`config.mk`:
```
export PLATFORM = sky130hd
export DESIGN_NAME = bitserial_alu_ctrl
export DESIGN_NICKNAME = d
export VERILOG_FILES = /design/src/rtl/bitserial_alu_ctrl.sv
export SDC_FILE = /design/constraint.sdc
export NUM_CORES = 1
export LEC_CHECK = 0
export CORE_MARGIN = 8
export CORE_UTILIZATION = 25
export DETAILED_ROUTE_END_ITERATION = 8
export PLACE_DENSITY = 0.55
export SYNTH_ARGS = -nofsm -noshare
export SYNTH_HDL_FRONTEND = slang
export SYNTH_SLANG_ARGS = --single-unit
```
`constraint.sdc`:
```
create_clock -name clk -period 2.5 [get_ports clk]
set_clock_uncertainty 0.2 [all_clocks]
set_input_delay 0.375 -clock clk [delete_from_list [all_inputs] [get_ports clk]]
set_output_delay 0.375 -clock clk [all_outputs]
set_load 0.005 [all_outputs]
```
`src/rtl/bitserial_alu_ctrl.sv`:
```
// Bit-serial ALU sequencer: one 1-bit arithmetic slice, LSB first, result valid WIDTH+1 cycles after start.
// Define BITSERIAL_ALU_FLAGS_EN to build the signed-overflow and zero flags; otherwise they read 0.

module arithmetic_unit (
  input  logic       i_a,
  input  logic       i_b,
  input  logic       i_cin,
  input  logic [1:0] i_sel,
  output logic       o_d,
  output logic       o_cout
);
  logic w_m;

  // sel picks the second operand bit: 0, B, ~B or 1
  always_comb begin
    w_m = 1'b0;
    case (i_sel)
      2'b00:   w_m = 1'b0;
      2'b01:   w_m = i_b;
      2'b10:   w_m = ~i_b;
      default: w_m = 1'b1;
    endcase
  end

  assign o_d    = i_a ^ w_m ^ i_cin;
  assign o_cout = (i_a & w_m) | (i_cin & (i_a ^ w_m));
endmodule

module bitserial_alu_ctrl #(
  parameter int WIDTH = 32
) (
  input  logic             clk,
  input  logic             rst,
  input  logic             start,
  input  logic [WIDTH-1:0] A,
  input  logic [WIDTH-1:0] B,
  input  logic [1:0]       sel,
  input  logic             cin,
  output logic             busy,
  output logic             done,
  output logic [WIDTH-1:0] D,
  output logic             cout,
  output logic             overflow,
  output logic             zero
);
  localparam int CW = $clog2(WIDTH);

  typedef enum logic [1:0] {S_IDLE, S_RUN, S_DONE} state_t;

  state_t           r_state;
  state_t           w_state_nxt;
  logic [WIDTH-1:0] r_a;
  logic [WIDTH-1:0] r_b;
  logic [WIDTH-1:0] r_d;
  logic [WIDTH-2:0] r_dsh;
  logic [1:0]       r_sel;
  logic             r_carry;
  logic             r_cout;
  logic [CW-1:0]    r_cnt;
  logic             w_accept;
  logic             w_last;
  logic             w_di;
  logic             w_co;
  logic [WIDTH-1:0] w_dnext;

  arithmetic_unit u_slice (
    .i_a    (r_a[0]),
    .i_b    (r_b[0]),
    .i_cin  (r_carry),
    .i_sel  (r_sel),
    .o_d    (w_di),
    .o_cout (w_co)
  );

  // Partial result keeps only the WIDTH-1 bits already produced; the new bit completes the word
  assign w_dnext = {w_di, r_dsh};
  assign w_last  = (r_state == S_RUN) && (r_cnt == CW'(WIDTH - 1));

  always_ff @(posedge clk) begin
    if (rst) begin
      r_state <= S_IDLE;
    end else begin
      r_state <= w_state_nxt;
    end
  end

  always_comb begin
    w_state_nxt = r_state;
    w_accept    = 1'b0;
    case (r_state)
      S_IDLE, S_DONE: begin
        if (start) begin
          w_accept    = 1'b1;
          w_state_nxt = S_RUN;
        end else begin
          w_state_nxt = S_IDLE;
        end
      end
      S_RUN: begin
        if (w_last) begin
          w_state_nxt = S_DONE;
        end
      end
      default: w_state_nxt = S_IDLE;
    endcase
  end

  always_ff @(posedge clk) begin
    if (rst) begin
      r_a     <= '0;
      r_b     <= '0;
      r_sel   <= '0;
      r_carry <= 1'b0;
      r_cnt   <= '0;
      r_dsh   <= '0;
      r_d     <= '0;
      r_cout  <= 1'b0;
    end else if (w_accept) begin
      r_a     <= A;
      r_b     <= B;
      r_sel   <= sel;
      r_carry <= cin;
      r_cnt   <= '0;
      r_dsh   <= '0;
    end else if (r_state == S_RUN) begin
      r_a     <= r_a >> 1;
      r_b     <= r_b >> 1;
      r_carry <= w_co;
      r_dsh   <= w_dnext[WIDTH-1:1];
      if (w_last) begin
        r_d    <= w_dnext;
        r_cout <= w_co;
      end else begin
        r_cnt  <= r_cnt + CW'(1);
      end
    end
  end

  assign busy = (r_state == S_RUN);
  assign done = (r_state == S_DONE);
  assign D    = r_d;
  assign cout = r_cout;

`ifdef BITSERIAL_ALU_FLAGS_EN
  logic r_ovf;
  logic r_zero;

  // r_carry holds the carry into the MSB during the final RUN cycle
  always_ff @(posedge clk) begin
    if (rst) begin
      r_ovf  <= 1'b0;
      r_zero <= 1'b0;
    end else if (w_last) begin
      r_ovf  <= r_carry ^ w_co;
      r_zero <= (w_dnext == '0);
    end
  end

  assign overflow = r_ovf;
  assign zero     = r_zero;
`else
  assign overflow = 1'b0;
  assign zero     = 1'b0;
`endif
endmodule
```
---- Word level (Yosys, flattened, before mapping) ----
Index checks and enable logic that the tools add are counted.
storage, ports and cells
  register bits ........................... 138
  output and inout bits ................... 37
  logic and storage cells ................. 44
cells by class
  add/subtract/negate cells ............... 1
  equality and inequality tests ........... 6
  multiplexer cells ....................... 12
  bitwise gates (word level) .............. 8
  reductions and logical operators ........ 8
operator list
  cell                                                                   number
  32-bit 2-to-1 mux                                                      4
  5-bit by 1-bit adder with 5-bit output, second input constant          1
  5-bit equality test, second input constant                             1
  1-bit 2-to-1 mux                                                       5
  2-bit by 1-bit equality test with 1-bit output, second input constant  2
  2-bit equality test, second input constant                             2
  2-bit logical NOT                                                      2
  2-bit one-hot mux with 2 select lines                                  1
  2-bit OR reduction                                                     2
  1-bit inverter                                                         3
  1-bit one-hot mux with 3 select lines                                  1
  3-bit AND reduction                                                    1
  1-bit bitwise AND                                                      2
  2-bit 2-to-1 mux                                                       1
  2-bit by 1-bit != test with 1-bit output, second input constant        1
  2-bit AND reduction                                                    1
  2-bit nonzero test                                                     1
  1-bit XOR                                                              2
  1-bit logical AND                                                      1
  1-bit OR                                                               1

---- Longest topological paths before layout ----
  depth in word-level cells ............... 7
  depth in mapped cells ................... 7
  gate-level depth less buffers ........... 6

---- Modules after synthesis ----
From an unflattened synthesis, not the netlist that was laid out.
unflattened totals
  cell total of the unflattened synthesis .. 587
  area, all modules ....................... 5142.4 sq um
by module, submodules not included
  module              times used  cells each  area each (sq um)  sequential area each (sq um)
  bitserial_alu_ctrl  1           585         5107.4             2762.6
  arithmetic_unit     1           2           35.0               0.0

---- Worst setup path after synthesis ----
Ideal clock, no wire load.
  kind .................................... flip-flop to flip-flop
  start ................................... reg r_cnt[0]
  end ..................................... reg r_cnt[3]
  data arrival time ....................... 1.508 ns
  slack ................................... 0.673 ns
  cell stages (with the launch flop) ...... 7
  path buffers ............................ 0
  period minus slack after synthesis ...... 1.827 ns
  path through ............................ dfxtp_1 > ha_1 > and3_1 > ha_1 > nor3b_2 > nand4_1 > mux2i_1
between the ends
  word-level cells in the longest chain between the ends .. 4
RTL lines
  element                                                                         line  RTL
  start: declaration                                                              59    logic [CW-1:0] r_cnt;
  start signal: assignment                                                        134   r_cnt <= r_cnt + CW'(1);
  branches (longest 4 deep; another with 5-bit by 1-bit adder with 5-bit output)  n/a
Several ways; the timed one is not identified.
A chain may end at the register's enable or synchronous reset.

---- Worst setup path after layout ----
  start ................................... reg r_state[0]
  end ..................................... out busy
between the ends
  word-level cells in the longest chain between the ends .. 1
RTL lines
  element                                         line  RTL
  start: declaration                              50    state_t r_state;
  start signal: assignment                        83    r_state <= w_state_nxt;
  2-bit by 1-bit equality test with 1-bit output  139   assign busy = (r_state == S_RUN);
  end: declaration                                39    output logic busy,
No other way between the ends.

==> results.yml <==
yosys:
  synth.top_cells.by_count: "dfxtp_1 (138), nand2_1 (129), nor3_1 (61), a21oi_1 (41), a22o_1 (32)"
  synth_cell_types: 33
  synth_edf_count: 0
  synth_most_common_cell: "dfxtp_1"
  synth-simple-area-share_pct: 17.8
  syn_area_um2: 5170
  synthTopCellsByArea: "dfxtp_1 (53%), nand2_1 (9.4%), nor3_1 (5.9%)"
  yosys_warnings: 0
  synth-seq-cells: 138
  async_flop_share_pct: 0
  muxShareOfSynthArea_pct: 0.605
  synth_xor_area_share_pct: 0.339
  synth_compound_area_share_pct: 20.4
  synth_fa_ha_area_share_pct: 0.871
  seq_area_frac_synth_pct: 53.4
  syn_inst: 584
  avgSynthCellArea_um2: 8.86
  synth_top_family_by_area: "compound AO/OA/AOI/OAI gates"
  yosysTopAreaCellShare_pct: 53.4
  synth_top_cell_by_area: "dfxtp_1"
  synth_top_flop_cell: "dfxtp_1"
layout:
  final_util_pct: 34.5
  drive_above_1_share_pct: 7.67
  num_antenna_cells: 0
  fin_nets: 739
  areaGrowthSynthToFinish_pct: 35.4
clock_network:
  htree_levels: 4
  post_cts_buffers: 0
  ctsHoldBuffers: 0
  clock-sinks: 138
  clockBufferDepth: 2
  clock_latency_ns: 0.41
  clk_pin_slew_ns: 0.06
  root_buffer: "clkbuf_16"
  cts_resized: 0
  cts_buffers: 17
  cts_tree: "done"
floorplanning:
  fp.dieH_um: 160
  die_x_um: 160
  initial_core_util_pct: 25.5
  die_area_um2: 25600
  coreArea_um2: 20300
  ios: 107
  row_count: 52
grt:
  grt_use_total_pct: 10.7
  antenna_found_initial: 0
  grt_max_degree: 98
  overflow: 0
  grt_pass1_vias: 4289
  grt_pass1_wl_um: 22500
sta:
  final_hold_viol_count: 0
  slew_violations: 0
  period_share_pct: 90.5
  worst_pin_slew_ns: 0.878
  setup_viol: 0
  rsz0062_at_grt: "false"
  max_slew_margin_pct: 41.4
  tns_ns: 0
  fmax_ghz: 0.442
  period_minus_slack_ns: 2.26
route:
  drtPass1Iterations: 5
  wirelength_um: 13600
  drtAntennaViolNets: 0
  drc_errors: 0
  via_count: 4390
  wl_per_cell_um: 14.3
  viasPerCell: 4.63
  drt_iter0_drc: 279
min_path:
  min_path_cells: 2
  hp-class: "input pin to flop"
  hp-start: "rst"
  worst_hold_path.endpoint: "r_b[28]"
place:
  routabilityCongestion: 0.663
  dp_hpwl_um: 8430
  port_buffers: 104
power:
  p_leak_nw: 2.44
  p_per_area_nw_per_um2: 783
  vdd_drop_max_uv: 425
  total_power_mw: 5.49
worst_setup_path:
  cp-end-kind: "output port"
  r2r_end: "D[6]"
  path_class: "flop to output port"
  crit_required_ns: 1.92
  rr_startpoint: "r_cnt[0]"
  crit_fanout: 7
  cp.arrival_ns: 1.69
  cp-start-kind: "flop"
  rr_worst_depth: 5
  reg2reg_setup_slack_ns: 0.25
status:
  status: "completed"
flow_run:
  cap_violations: 0
[registers in the layout (all words and copies together) (netlist names)]
register  cells
r_carry       1
r_b          32
r_dsh        31
r_cnt         5
r_a          32
D            32
r_sel         2
cout          1
r_state       2
[through the flow]
step                worst slack (ns)  hold slack (ns)  instances  cell area [um^2]
finish                         0.238            0.238        948              7010
global route                  0.0209            0.247        948              7010
CTS                            0.199            0.222        948              7010
detailed placement             0.223            0.248        917              6390
global placement               0.219            0.243        917              6390
floorplan                      0.673            0.233        585              5180
[worst max path at each step]
stage,start,to,slack [ns],cells after the start
after global routing,r_cnt[0],D[11],0.02,5
after detailed placement,r_cnt[0],D[16],0.22,5
final,r_state[0],busy,0.24,3
after global placement,r_cnt[0],D[3],0.22,5
after CTS,r_state[0],busy,0.20,3
after floorplan,r_cnt[0],r_cnt[3],0.67,6
[power by group]
part,switching (mW),internal [mW]
Combinational,0.284,0.240
Clock,0.951,1.65
Sequential,0.0581,2.31
[cell families (layout without fill, tap and decap cells)]
family                     after synthesis  in the layout
AOI/OAI and AO/OA                      168            168
xor gates and xnor gates                 2              2
muxes                                    3              3
DFF                                    138            138
other                                    1              2
and+or+nand+nor                        212            212
buffers and inverters                   57            150
adders and majority gates                3              3
[area by class of cell]
type / count / area, um^2
multi-input combinational: 390 / 2100
clock buffer: 21 / 470
fill: 2144 / 13300
timing repair buffer: 117 / 1180
inverter: 2 / 10.0
sequential: 138 / 2760
tap: 270 / 338
clock inverter: 10 / 141
[cells in the final DEF (no fill, tap or decap), drive strengths merged, types with 2 or more instances in the layout]
cell and instances:
dfxtp 138, nor2b 2, nand2 129, clkbuf 21
nor3 61, clkdlybuf4s50 103, bufinv 3, ha 2
a22oi 4, nor2 5, clkinvlp 2, buf 14
a21oi 42, clkinv 4, mux2i 2, a22o 32
a31oi 29, conb 2, nand2b 2, nand3 7
o22ai 30, xnor2 2, inv 3, o21ai 31
[layer usage]
metal	GRT usage, %	vias up	wire length (um)
met3	4.45	6	861
met1	13.7	2047	6580
met5	0	-	0
met4	2.97	0	106
li1	-	2233	-
met2	16.3	104	6020
[critical path, stage by stage, from the launching register on]
cell,delay (ns)
dfxtp_1,0.54
nand2b_4,0.11
inv_4,0.12
clkdlybuf4s50_1,0.51
Power figures use the tool's default switching activity.
==> RTL edit: new RTL, same settings <==
The parameter `WIDTH` goes from 32 to 64.
--- a/src/rtl/bitserial_alu_ctrl.sv
+++ b/src/rtl/bitserial_alu_ctrl.sv
@@ -27,7 +27,7 @@
 endmodule
 
 module bitserial_alu_ctrl #(
-  parameter int WIDTH = 32
+  parameter int WIDTH = 64
 ) (
   input  logic             clk,
   input  logic             rst,
Interface: changed (resized A, B and D); port bits go from 107 to 203. No check against the original RTL was run, so the function may have changed too.
==> RTL edit against the original RTL <==
- global-route usage grew 1.2 points
- utilization shrank 1.5 points
- total power grew 86%
- setup slack lost 0.052 ns
- area after synthesis grew 110%
- design area grew 100%
- sequential cell count grew 129
- routed wire length grew 130%
- largest cell class unchanged
- largest power group is now sequential cells
==> RTL edit: results <==
[worst_hold_path]
hold_class = in -> reg

[power_and_ir_drop]
comb-power_uw = 1110
clock_power_share_pct = 44.3
peakVddDrop_mv = 0.464
p_leak_uw = 0.00452
net_switching_share_of_the_total_power_pct = 24.6

[clock_tree]
clkSlewWorstSetupHoldPaths_ns = 0.06
clock_latency_late_sink_ns = 0.56
ctsHtreeMaxLevel = 1
numCtsBuffers = 31
clock_tree.buffer_depth = 3
clk_root_buffer_cell = sky130_fd_sc_hd__clkbuf_16

[finish]
fill_cells = 4472
num-nets-final = 1539
drive_gt1_share_pct = 6.39

[drt]
drt_first_iter_violations = 752
route.vias.total = 9858
drt-pass1-iter-count = 5
drt-total-wl_um = 31600

[yosys]
netlist_top_cells_area = sky130_fd_sc_hd__dfxtp_1 49%, sky130_fd_sc_hd__nand2_1 8.8%, sky130_fd_sc_hd__a21oi_1 6.3%
yosys_warnings = 0
ys_top_cells_by_count = 267 x sky130_fd_sc_hd__dfxtp_1, 255 x sky130_fd_sc_hd__nand2_1, 136 x sky130_fd_sc_hd__a21oi_1
async_flop_share_pct = 0
share_of_the_yosys_chip_area_belonging_to_registers_pct = 49.4
ys_types = 36

[grt]
grt_start_max_net_pins = 132
grt_pass1_wl_um = 51100
antenna_found_initial = 3
globalRouteTotalUtil_pct = 11.9
grt_pass1_vias = 9578

[place]
place.detailed.hpwl_um = 19400
gp_routability_congestion = 0.752
io_buffers = 200

[critical_path]
cp.arrival_ns = 1.74
critical_path.max_fanout = 10
crit_path_top_delay_cell = sky130_fd_sc_hd__clkdlybuf4s50_1
slowest_delay_ns = 0.52
r2r_slack_ns = 0.54
cpLargestDelayFamily = buffers and inverters

[sta]
maxSlewHeadroom_pct = 15.8

[outcome]
outcome = finished clean
[RTL edit: path summary, 6_finish.rpt]
check,from,end,cells after the start
max reg2reg,r_cnt[0],D[8],5
max,r_state[0],busy,3
min,A[12],r_a[12],3
min reg2reg,r_dsh[0],r_dsh[0],2
[RTL edit: logic make-up after synthesis]
group                      share of synthesized area [%]
AOI/OAI and AO/OA                                   20.8
buffers and inverters                               7.42
other                                             0.0346
adders and majority gates                          0.300
muxes                                              0.381
DFF                                                 49.4
and+or+nand+nor                                     21.7
[RTL edit: through the flow]
step	hold slack (ns)	setup slack, ns	cell area, µm²	std cells	total power [µW]
after CTS	0.172	0.0100	14200	2010	10400
after global placement	0.245	0.321	13100	1954	5770
final	0.210	0.186	14200	2011	10200
after global routing	0.204	0.0901	14200	2010	10700
after detailed placement	0.256	0.299	13100	1954	5790
after floorplan	0.233	0.837	10800	1293	5370
[RTL edit: repair_timing]
action	CTS	global route
hold endpoints to repair	15	0
setup endpoints to repair	0	1
hold buffers	1	0
setup buffers	0	0
gates resized for setup	0	1
[RTL edit: metal layers]
metal	up-vias	GRT usage [%]	share of wire (%)
met1	4641	15.7	46
li1	4905	-	-
met4	4	3.14	1.8
met5	-	0	0.085
met3	46	3.00	6.7
met2	262	19.3	46
[RTL edit: layout make-up]
type	instances	area [µm²]	share of cell area (%)
Antenna cell	1	2.50	0.0177
Clock buffer	46	892	6.29
Clock inverter	9	124	0.874
Inverter	5	26.3	0.185
Multi-Input combinational cell	873	4710	33.2
Sequential cell	267	5350	37.7
Tap cell	585	732	5.16
Timing Repair Buffer	225	2340	16.5
